`config.mk`:
```
export PLATFORM = sky130hd
export DESIGN_NAME = enigma_reflector_pipe
export DESIGN_NICKNAME = d
export VERILOG_FILES = /design/src/rtl/enigma_pkg.sv /design/src/rtl/enigma_refl_checker.sv /design/src/rtl/enigma_reflector_pipe.sv
export SDC_FILE = /design/constraint.sdc
export NUM_CORES = 1
export LEC_CHECK = 0
export ABC_AREA = 1
export CAP_MARGIN = 20
export CORE_MARGIN = 2
export CORE_UTILIZATION = 60
export CTS_CLUSTER_DIAMETER = 50
export DETAILED_ROUTE_END_ITERATION = 8
export PLACE_DENSITY_LB_ADDON = 0.2
export SYNTH_ARGS = -nofsm -noshare
export SYNTH_HDL_FRONTEND = slang
export SYNTH_SLANG_ARGS = --single-unit
```
`constraint.sdc`:
```
create_clock -name clk -period 3.8 [get_ports clk]
set_input_delay 0.76 -clock clk [delete_from_list [all_inputs] [get_ports clk]]
set_output_delay 0.76 -clock clk [all_outputs]
set_load 0.01 [all_outputs]
```
`src/rtl/enigma_pkg.sv`:
```
// rtl/enigma_pkg.sv - shared Enigma datapath constants, FSM state type and index-width helper
package enigma_pkg;

  localparam int N_ALPHA = 26;
  localparam int ASCII_A = 65;

  typedef enum logic [1:0] {
    UNCFG = 2'd0,
    CHECK = 2'd1,
    RUN   = 2'd2
  } state_e;

  // An alphabet of one or two symbols still needs a one-bit index.
  function automatic int idx_w(input int n);
    return (n <= 2) ? 1 : $clog2(n);
  endfunction

endpackage

```
`src/rtl/enigma_refl_checker.sv`:
```
// rtl/enigma_refl_checker.sv - walks the reflector table once per commit, builds the inverse table
// and registers a pass/fail verdict one cycle before the FSM acts on it.
module enigma_refl_checker
  import enigma_pkg::*;
#(
  parameter int N_SYM  = N_ALPHA,
  parameter bit STRICT = 1'b1,
  localparam int IDX_W = idx_w(N_SYM)
) (
  input  logic             clk,
  input  logic             reset_n,
  input  logic             start_i,
  input  logic             active_i,
  input  logic [IDX_W-1:0] tbl_i [N_SYM],
  output logic [IDX_W-1:0] inv_o [N_SYM],
  output logic             done_o,
  output logic             pass_o
);

  logic [IDX_W-1:0] cnt_q;
  logic [N_SYM-1:0] seen_q;
  logic             fail_q;
  logic             done_q;
  logic             pass_q;
  logic [IDX_W-1:0] inv_q [N_SYM];

  logic [IDX_W-1:0] v;
  logic             v_in_rng;
  logic             step;
  logic             last;
  logic             bad;

  always_comb begin
    v        = tbl_i[cnt_q];
    v_in_rng = {1'b0, v} < (IDX_W+1)'(N_SYM);
    step     = active_i && !done_q;
    last     = (cnt_q == IDX_W'(N_SYM - 1));
    bad      = !v_in_rng;
    if (v_in_rng) begin
      if (seen_q[v]) bad = 1'b1;
      if (STRICT && ((v == cnt_q) || (tbl_i[v] != cnt_q))) bad = 1'b1;
    end
  end

  // done_q is a one-cycle strobe; the walk stalls on it until the FSM leaves CHECK.
  always_ff @(posedge clk or negedge reset_n) begin
    if (!reset_n) begin
      cnt_q  <= '0;
      seen_q <= '0;
      fail_q <= 1'b0;
      done_q <= 1'b0;
      pass_q <= 1'b0;
      for (int j = 0; j < N_SYM; j++) inv_q[j] <= '0;
    end else if (start_i) begin
      cnt_q  <= '0;
      seen_q <= '0;
      fail_q <= 1'b0;
      done_q <= 1'b0;
    end else if (step) begin
      if (v_in_rng) begin
        seen_q[v] <= 1'b1;
        inv_q[v]  <= cnt_q;
      end
      if (last) begin
        done_q <= 1'b1;
        pass_q <= !(fail_q || bad);
      end else begin
        cnt_q  <= cnt_q + IDX_W'(1);
        fail_q <= fail_q || bad;
      end
    end else begin
      done_q <= 1'b0;
    end
  end

  assign inv_o  = inv_q;
  assign done_o = done_q;
  assign pass_o = pass_q;

endmodule

```
`src/rtl/enigma_reflector_pipe.sv`:
```
// rtl/enigma_reflector_pipe.sv - configurable Enigma reflector: table load/validate FSM and a
// single-register valid/ready translation stage with forward or inverse lookup.
module enigma_reflector_pipe
  import enigma_pkg::*;
#(
  parameter int N_SYM  = N_ALPHA,
  parameter int SYM_W  = 8,
  parameter int BASE   = ASCII_A,
  parameter bit STRICT = 1'b1,
  localparam int IDX_W = idx_w(N_SYM)
) (
  input  logic             clk,
  input  logic             reset_n,
  input  logic             cfg_wr_i,
  input  logic [IDX_W-1:0] cfg_idx_i,
  input  logic [IDX_W-1:0] cfg_val_i,
  input  logic             cfg_commit_i,
  output logic             cfg_ok_o,
  output logic             cfg_err_o,
  input  logic             in_valid_i,
  output logic             in_ready_o,
  input  logic [SYM_W-1:0] in_sym_i,
  input  logic             in_dec_i,
  output logic             out_valid_o,
  input  logic             out_ready_i,
  output logic [SYM_W-1:0] out_sym_o,
  output logic             out_err_o
);

  localparam int EXT_W = SYM_W + 1;

  state_e           state_q, state_d;
  logic             cfg_err_q, cfg_err_d;
  logic [IDX_W-1:0] tbl_q [N_SYM];
  logic [IDX_W-1:0] inv [N_SYM];
  logic             chk_start, chk_done, chk_pass, tbl_we;

  logic             out_valid_q, out_err_q;
  logic [SYM_W-1:0] out_sym_q;
  logic [EXT_W-1:0] k_ext;
  logic [IDX_W-1:0] k, entry;
  logic             sym_oob, in_ready, xfer;

  enigma_refl_checker #(
    .N_SYM  (N_SYM),
    .STRICT (STRICT)
  ) u_checker (
    .clk      (clk),
    .reset_n  (reset_n),
    .start_i  (chk_start),
    .active_i (state_q == CHECK),
    .tbl_i    (tbl_q),
    .inv_o    (inv),
    .done_o   (chk_done),
    .pass_o   (chk_pass)
  );

  // A write always wins over a simultaneous commit; the commit is dropped.
  always_comb begin
    state_d   = state_q;
    cfg_err_d = cfg_err_q;
    chk_start = 1'b0;
    tbl_we    = 1'b0;
    unique case (state_q)
      UNCFG: begin
        if (cfg_wr_i) begin
          tbl_we    = 1'b1;
          cfg_err_d = 1'b0;
        end else if (cfg_commit_i) begin
          state_d   = CHECK;
          cfg_err_d = 1'b0;
          chk_start = 1'b1;
        end
      end
      CHECK: begin
        if (chk_done) begin
          state_d   = chk_pass ? RUN : UNCFG;
          cfg_err_d = !chk_pass;
        end
      end
      RUN: begin
        if (cfg_wr_i) begin
          tbl_we    = 1'b1;
          state_d   = UNCFG;
          cfg_err_d = 1'b0;
        end
      end
      default: state_d = UNCFG;
    endcase
  end

  always_ff @(posedge clk or negedge reset_n) begin
    if (!reset_n) begin
      state_q   <= UNCFG;
      cfg_err_q <= 1'b0;
      for (int j = 0; j < N_SYM; j++) tbl_q[j] <= '0;
    end else begin
      state_q   <= state_d;
      cfg_err_q <= cfg_err_d;
      if (tbl_we) tbl_q[cfg_idx_i] <= cfg_val_i;
    end
  end

  // A symbol below BASE wraps to a huge k_ext, so one unsigned compare covers both ends.
  always_comb begin
    k_ext    = EXT_W'(in_sym_i) - EXT_W'(BASE);
    sym_oob  = (k_ext >= EXT_W'(N_SYM));
    k        = k_ext[IDX_W-1:0];
    entry    = in_dec_i ? inv[k] : tbl_q[k];
    in_ready = (state_q == RUN) && (!out_valid_q || out_ready_i);
    xfer     = in_valid_i && in_ready;
  end

  always_ff @(posedge clk or negedge reset_n) begin
    if (!reset_n) begin
      out_valid_q <= 1'b0;
      out_sym_q   <= '0;
      out_err_q   <= 1'b0;
    end else if (xfer) begin
      out_valid_q <= 1'b1;
      out_err_q   <= sym_oob;
      out_sym_q   <= sym_oob ? in_sym_i : SYM_W'(EXT_W'(BASE) + EXT_W'(entry));
    end else if (out_ready_i) begin
      out_valid_q <= 1'b0;
    end
  end

  assign cfg_ok_o    = (state_q == RUN);
  assign cfg_err_o   = cfg_err_q;
  assign in_ready_o  = in_ready;
  assign out_valid_o = out_valid_q;
  assign out_sym_o   = out_sym_q;
  assign out_err_o   = out_err_q;

endmodule
```
# After elaboration in Yosys (flattened, before gate mapping)
# Cells that the tools add are included.
# classes
add_sub_neg,3
magnitude_cmp,10
n_eq_ne,12
muxes,57
bitwise,6
n_reduce_logical,26
# op_table
op,count
130-bit bitwise mux,2
5-bit binary-select mux with 5-bit select,4
26-bit 2-to-1 mux,3
5-bit 2-to-1 mux,14
5-bit demux with 5-bit select,2
26-bit bitwise OR,1
"6-bit greater-or-equal comparator, second input constant",4
5-bit NOT with 6-bit output,4
1-bit 2-to-1 mux,22
"6-bit by 1-bit < comparator with 1-bit output, second input constant",2
2-bit 2-to-1 mux,5
"2-bit inequality test, second input constant",5
"9-bit by 5-bit greater-or-equal comparator with 1-bit output, second input constant",1
"8-bit by 7-bit subtractor with 9-bit output, second input constant",1
"7-bit by 5-bit adder with 8-bit output, first input constant",1
8-bit 2-to-1 mux,1
4-bit AND reduction,2
1-bit logical AND,6
"5-bit by 6-bit < comparator with 1-bit output, second input constant",1
"3-bit inequality test, second input constant",2
2-bit one-hot mux with 3 select lines,1
3-bit AND reduction,2
2-bit nonzero test,3
"5-bit by 1-bit adder with 5-bit output, second input constant",1
other kinds (17),24
# totals
ff_bits,307
input_bits,25
output_inout_bits,13
elab_cells,176

# Logic depth before layout (Yosys ltp)
# logic_depth
depth_word,16
ltp_mapped,24
depth_no_buf,22

# Cells and area by module
# A second synthesis with hierarchy kept.
# unflattened
hier_cells,2703
hier_area_um2,18320.1
# modules_own_cells
mod,instances,cells_per_inst,area_per_inst_um2,seq_area_each_um2
enigma_refl_checker,1,1448,9843.2,4103.9
enigma_reflector_pipe,1,1255,8476.9,3578.4

# Least setup slack after synthesis
# OpenSTA, ideal clock, no wires.
# synth_path
kind,in2reg
startpoint,input in_sym_i[0]
endpoint,register out_sym_q[4] (netlist: out_sym_o[4])
setup_ps,124
arrival_time_ps,3449
required_ps,3676
path_slack_ps,227
cell_stages,20
cell_sequence,clkinv_1 > clkbuf_1 > clkbuf_1 > ha_1 > inv_1 > clkbuf_1 > buf_1 > a21oi_1 > a32o_1 > nand2_1 > o21ai_0 > nand2_1 > o211ai_1 > o22ai_1 > ha_1 > nand2_1 > nor2_1 > nand2_1 > nand2_1 > o21bai_1
# synth_between
elab_chain_len,8
word_cells_on_any_way,12
# synth_lines
item,line,source
"start, declared",enigma_reflector_pipe.sv:22,"input logic [SYM_W-1:0] in_sym_i,"
8-bit by 7-bit subtractor with 9-bit output *,enigma_reflector_pipe.sv:106,k_ext = EXT_W'(in_sym_i) - EXT_W'(BASE);
5-bit NOT with 6-bit output (implied by the code),enigma_reflector_pipe.sv:109,entry = in_dec_i ? inv[k] : tbl_q[k];
5-bit binary-select mux with 5-bit select,enigma_reflector_pipe.sv:109,
5-bit 2-to-1 mux (implied by the code) (2 in series),enigma_reflector_pipe.sv:109,
5-bit 2-to-1 mux,enigma_reflector_pipe.sv:109,
7-bit by 5-bit adder with 8-bit output,enigma_reflector_pipe.sv:122,out_sym_q <= sym_oob ? in_sym_i : SYM_W'(EXT_W'(BASE) + EXT_W'(entry));
8-bit 2-to-1 mux *,enigma_reflector_pipe.sv:122,
"end signal, assigned",enigma_reflector_pipe.sv:122,
"end, declared",enigma_reflector_pipe.sv:39,logic [SYM_W-1:0] out_sym_q;
# Every way passes the cells marked *; elsewhere a longest branch is shown, timed or not. The select of a mux whose other input is x is not followed.
# A chain may end at the register's enable or synchronous reset.

# Worst setup path in the final report
# layout_path
startpoint,register u_checker.cnt_q[0]
endpoint,register u_checker.inv_q (netlist bit u_checker.inv_o[20])
# layout_between
elab_chain_len,10
word_cells_on_any_way,13
# layout_lines
item,line,source
"start, declared",enigma_refl_checker.sv:20,logic [IDX_W-1:0] cnt_q;
"start signal, assigned",enigma_refl_checker.sv:68,cnt_q <= cnt_q + IDX_W'(1);
5-bit NOT with 6-bit output (implied by the code),enigma_refl_checker.sv:34,v = tbl_i[cnt_q];
5-bit binary-select mux with 5-bit select,enigma_refl_checker.sv:34,
5-bit 2-to-1 mux (implied by the code) (2 in series),enigma_refl_checker.sv:34,
5-bit NOT with 6-bit output (implied by the code),enigma_refl_checker.sv:62,inv_q[v] <= cnt_q;
6-bit greater-or-equal comparator (implied by the code) / 6-bit by 1-bit < comparator with 1-bit output (equally long branches),enigma_refl_checker.sv:62,
1-bit logical AND (implied by the code),enigma_refl_checker.sv:62,
5-bit 2-to-1 mux (implied by the code),enigma_refl_checker.sv:62,
5-bit demux with 5-bit select,enigma_refl_checker.sv:62,
130-bit bitwise mux,enigma_refl_checker.sv:62,
"end signal, assigned by index",enigma_refl_checker.sv:62,
"end, declared",enigma_refl_checker.sv:25,logic [IDX_W-1:0] inv_q [N_SYM];
# Several ways; a longest one is shown, not always the timed one. The select of a mux whose other input is x is not followed.

==> impl_metrics.csv <==
group,metric,value,unit
finish,multi_input_comb_area,0.00839,mm²
sta,normalized_max_slew_margin,0.254,
die,floorplan.rows,62,
global_routing,number_of_global_route_vias_before_repair,16094,
pwr,cellLeakagePower,0.00938,µW
logic_synthesis,async_flop_share,1.00,
die,pin_count,38,
drt,dr_total_vias,17636,
finish,ff_latch_area,0.00768,mm²
place,post_dp_cell_area,0.0183,mm²
global_routing,grt_first_pass_wirelength,91.2,mm
logic_synthesis,synthesis.instances,2520,
finish,nNetsFinal,2531,
finish,final_layout_size_suffix_gt1_frac,0.0621,
place,placement.io_buffers,37,
sta,tightestPinTransition,1.12,ns
clocking,clock-root-buffer,"clkbuf_16",
worst_setup_path,cell_with_the_most_instances_on_the_worst_path,"nand2_1",
sta,setup_viol,0,
sta,layout_worst_path_cycle_share,0.967,
sta,finalMaxSlewViolations,0,
drt,drtAntennaViolNets,0,
finish,synthToLayoutAreaGrowth,11.6,%
logic_synthesis,synth_area,0.0175,mm²
die,core_area,0.0287,mm²
worst_setup_path,cpMaxStageDelayCell,"dfrtp_2",
logic_synthesis,ys_ff_latch,307,
place,gp_routability_congestion,0.987,
worst_setup_path,critical_path.cell_chain,"inv_2, buf_12, buf_4, nand2_1, o21ai_1, nor2_1, nor2_1, nand2_1, nand2_1, buf_4, nand2_1, a21oi_4, inv_2, nor3_4, nand2_1, nand2_1, o21ai_1",
clocking,cts-htree-levels,2,
sta,setup_tns,0,ns
global_routing,grt_overflow_total,0,
pwr,ir_worst_vdd,0.000726,V
drt,wire_length_per_cell,19.4,µm
logic_synthesis,avgSynthCellArea,6.95,µm²
clocking,clkLatencyLatePin,0.53,ns
sta,setup_repair_after_global_routing_missed_its_margin,"yes",
drt,drt_wl_total,56.6,mm
sta,fin_worst_skew,0.0140,ns
global_routing,globalRouteTotalUtil,0.374,
die,chipHeight,175,µm
worst_setup_path,timing.setup.critical_path_class,"reg -> reg",
drt,detail_route.drc_violations,0,
sta,hold_violations,0,
logic_synthesis,number_of_enable_type_register_cells_in_the_synthesized_netlist,0,
finish,final_area,0.0195,mm²
worst_setup_path,critPathLaunch,"u_checker.cnt_q[0]",
run,drv.max_cap_violation_count,0,
die,initial_utilization,0.610,
worst_setup_path,timing.critical_path.arrival,4.05,ns
pwr,total_power,17500,µW
die,fp.dieArea,0.0306,mm²
hold_path,hold_class,"in -> async",
worst_setup_path,worst_path_buf_inv,5,
clocking,cts_tree,"done",
logic_synthesis,ys.warnings.count,0,
clocking,cts.sinks,307,
finish,fill_cells,2456,
sta,achievable-frequency,272,MHz
worst_setup_path,critical_path_depth,17,
worst_setup_path,slowest_delay,0.44,ns
clocking,cts_inserted_buffers,37,
sta,finalWorstPathRequiredPeriod,3.68,ns
clocking,worst_setup_hold_path_clk_slew,0.06,ns
worst_setup_path,worst_ep_required_time,4.18,ns
die,fp.dieW,175,µm
drt,drt_first_iter_violations,2866,
logic_synthesis,netlist-cell-type-count,45,
worst_setup_path,setup.worst_path.start_class,"flip-flop",
logic_synthesis,seq_area_frac_synth,0.439,
finish,insertedDiodeCount,0,
global_routing,number_of_antenna_violations_at_the_first_check_in_global_routing,0,
worst_setup_path,worstPathMaxFanout,29,
logic_synthesis,synth.net_count,2550,
place,place.detailed.hpwl,36.9,mm
drt,via_per_inst,6.05,
worst_setup_path,cpLargestDelayFamily,"simple AND/OR/NAND/NOR gates",
logic_synthesis,ys_top_cells_by_area,"dfrtp_1, nand2_1, o21ai_0",
worst_setup_path,crit_path_end_kind,"flip-flop",
status,status,"completed",
global_routing,largest_net_degree_at_the_start_of_global_routing,176,
worst_setup_path,r2r_start,"u_checker.cnt_q[0]",
logic_synthesis,synth_largest_type_area_fraction,0.439,
logic_synthesis,synthDominantAreaCellType,"dfrtp_1",
clocking,clock_tree.buffer_depth,3,
clocking,ctsHoldBuffers,0,
logic_synthesis,dominantRegCellSynth,"dfrtp_1",
pwr,power_density,893,mW/mm²
worst_setup_path,ff2ff_path_depth,17,
drt,detail_route.first_pass.iterations,7,
Yosys cell counts, drive strengths merged (9+ instances only):
master  count
nand2     898
nor2      104
clkbuf     92
a21oi     126
o211ai     15
nor3       20
dfrtp     307
buf        67
nand3b      9
inv       197
o22ai      16
nand3     204
o21ai     418
report_power, final:
part           leakage, µW  internal [µW]  total [µW]  switching, µW
sequential         0.00408           4240        4870            625
clock             0.000594           2040        3500           1450
combinational      0.00471           2780        9090           6300
total              0.00938           9070       17500           8380
per-layer routing:
metal	global-route usage	part of all wire
met1	0.565	0.42
met2	0.540	0.43
met3	0.0720	0.12
met4	0.129	0.034
met5	0	0
layout make-up:
cell class,instances,area share
inverter,198,0.0380
multi-input combinational,1856,0.429
timing repair buffer,101,0.0526
tap,384,0.0246
clock inverter,17,0.00800
clock buffer,50,0.0540
sequential,307,0.393
repair_timing:
action / CTS / global route
resized for setup: 0 / 1
buffers inserted: 0 / 0
setup endpoints to repair: 0 / 27
cell usage in the layout (no fill, tap or decap), types with 3 or more instances in the layout:
cell type,count
buf_12,14
clkbuf_8,8
clkdlybuf4s50_1,35
clkbuf_16,37
buf_4,51
nor3_1,14
nand4_1,5
clkbuf_1,5
o21ai_1,87
inv_2,9
o21ai_0,331
nand2_1,894
inv_1,189
nand2_2,4
nand3_1,204
dfrtp_1,306
a21oi_1,125
o22ai_1,16
nor2_2,5
o211ai_1,15
a22oi_1,6
nand3b_1,9
o221ai_1,6
a211oi_1,3
ha_1,4
inv_6,3
clkinv_2,6
xor2_1,3
nor2_1,98
clkinvlp_4,3
nor3_4,4
final timing paths:
| path | endpoint | slack [ns] |
|---|---|---|
| worst max register to register | u_checker.inv_o[20] | 0.12 |
| min in group clk | tbl_q[11] | 0.48 |
| max in group asynchronous | tbl_q[31] | 2.77 |
| worst min-delay path | tbl_q[73] | 0.19 |
| worst max-delay path | u_checker.inv_o[20] | 0.12 |
| worst min register to register | tbl_q[11] | 0.48 |
through the flow:
stage                     cells  worst slack [ns]   util  hold slack, ns
final                      2913             0.125  0.681           0.186
after global routing       2913           -0.0997  0.681           0.229
after CTS                  2913             0.209  0.681           0.204
after detailed placement   2846            0.0299  0.638           0.469
after global placement     2846            0.0412  0.638           0.463
after floorplan            2520             0.227      -           0.447
sequential cells by signal (all words and copies together), names as in the netlist:
name	flops
cfg_err_o	1
out_err_o	1
out_sym_o	8
out_valid_o	1
state_q	2
tbl_q	130
u_checker.cnt_q	5
u_checker.done_o	1
u_checker.fail_q	1
u_checker.inv_o	130
u_checker.pass_o	1
u_checker.seen_q	26
cell families (layout without fill, tap and decap cells):
kind of cell,after synthesis,in the layout,share of synthesized area
and+or+nand+nor,1243,1243,0.289
AOI/OAI and AO/OA,603,603,0.181
buffers and inverters,357,366,0.0841
DFF,307,307,0.439
adders and majority gates,5,5,0.00357
xor gates and xnor gates,4,4,0.00200
muxes,1,1,0.000572
Power figures use the tool's default switching activity.
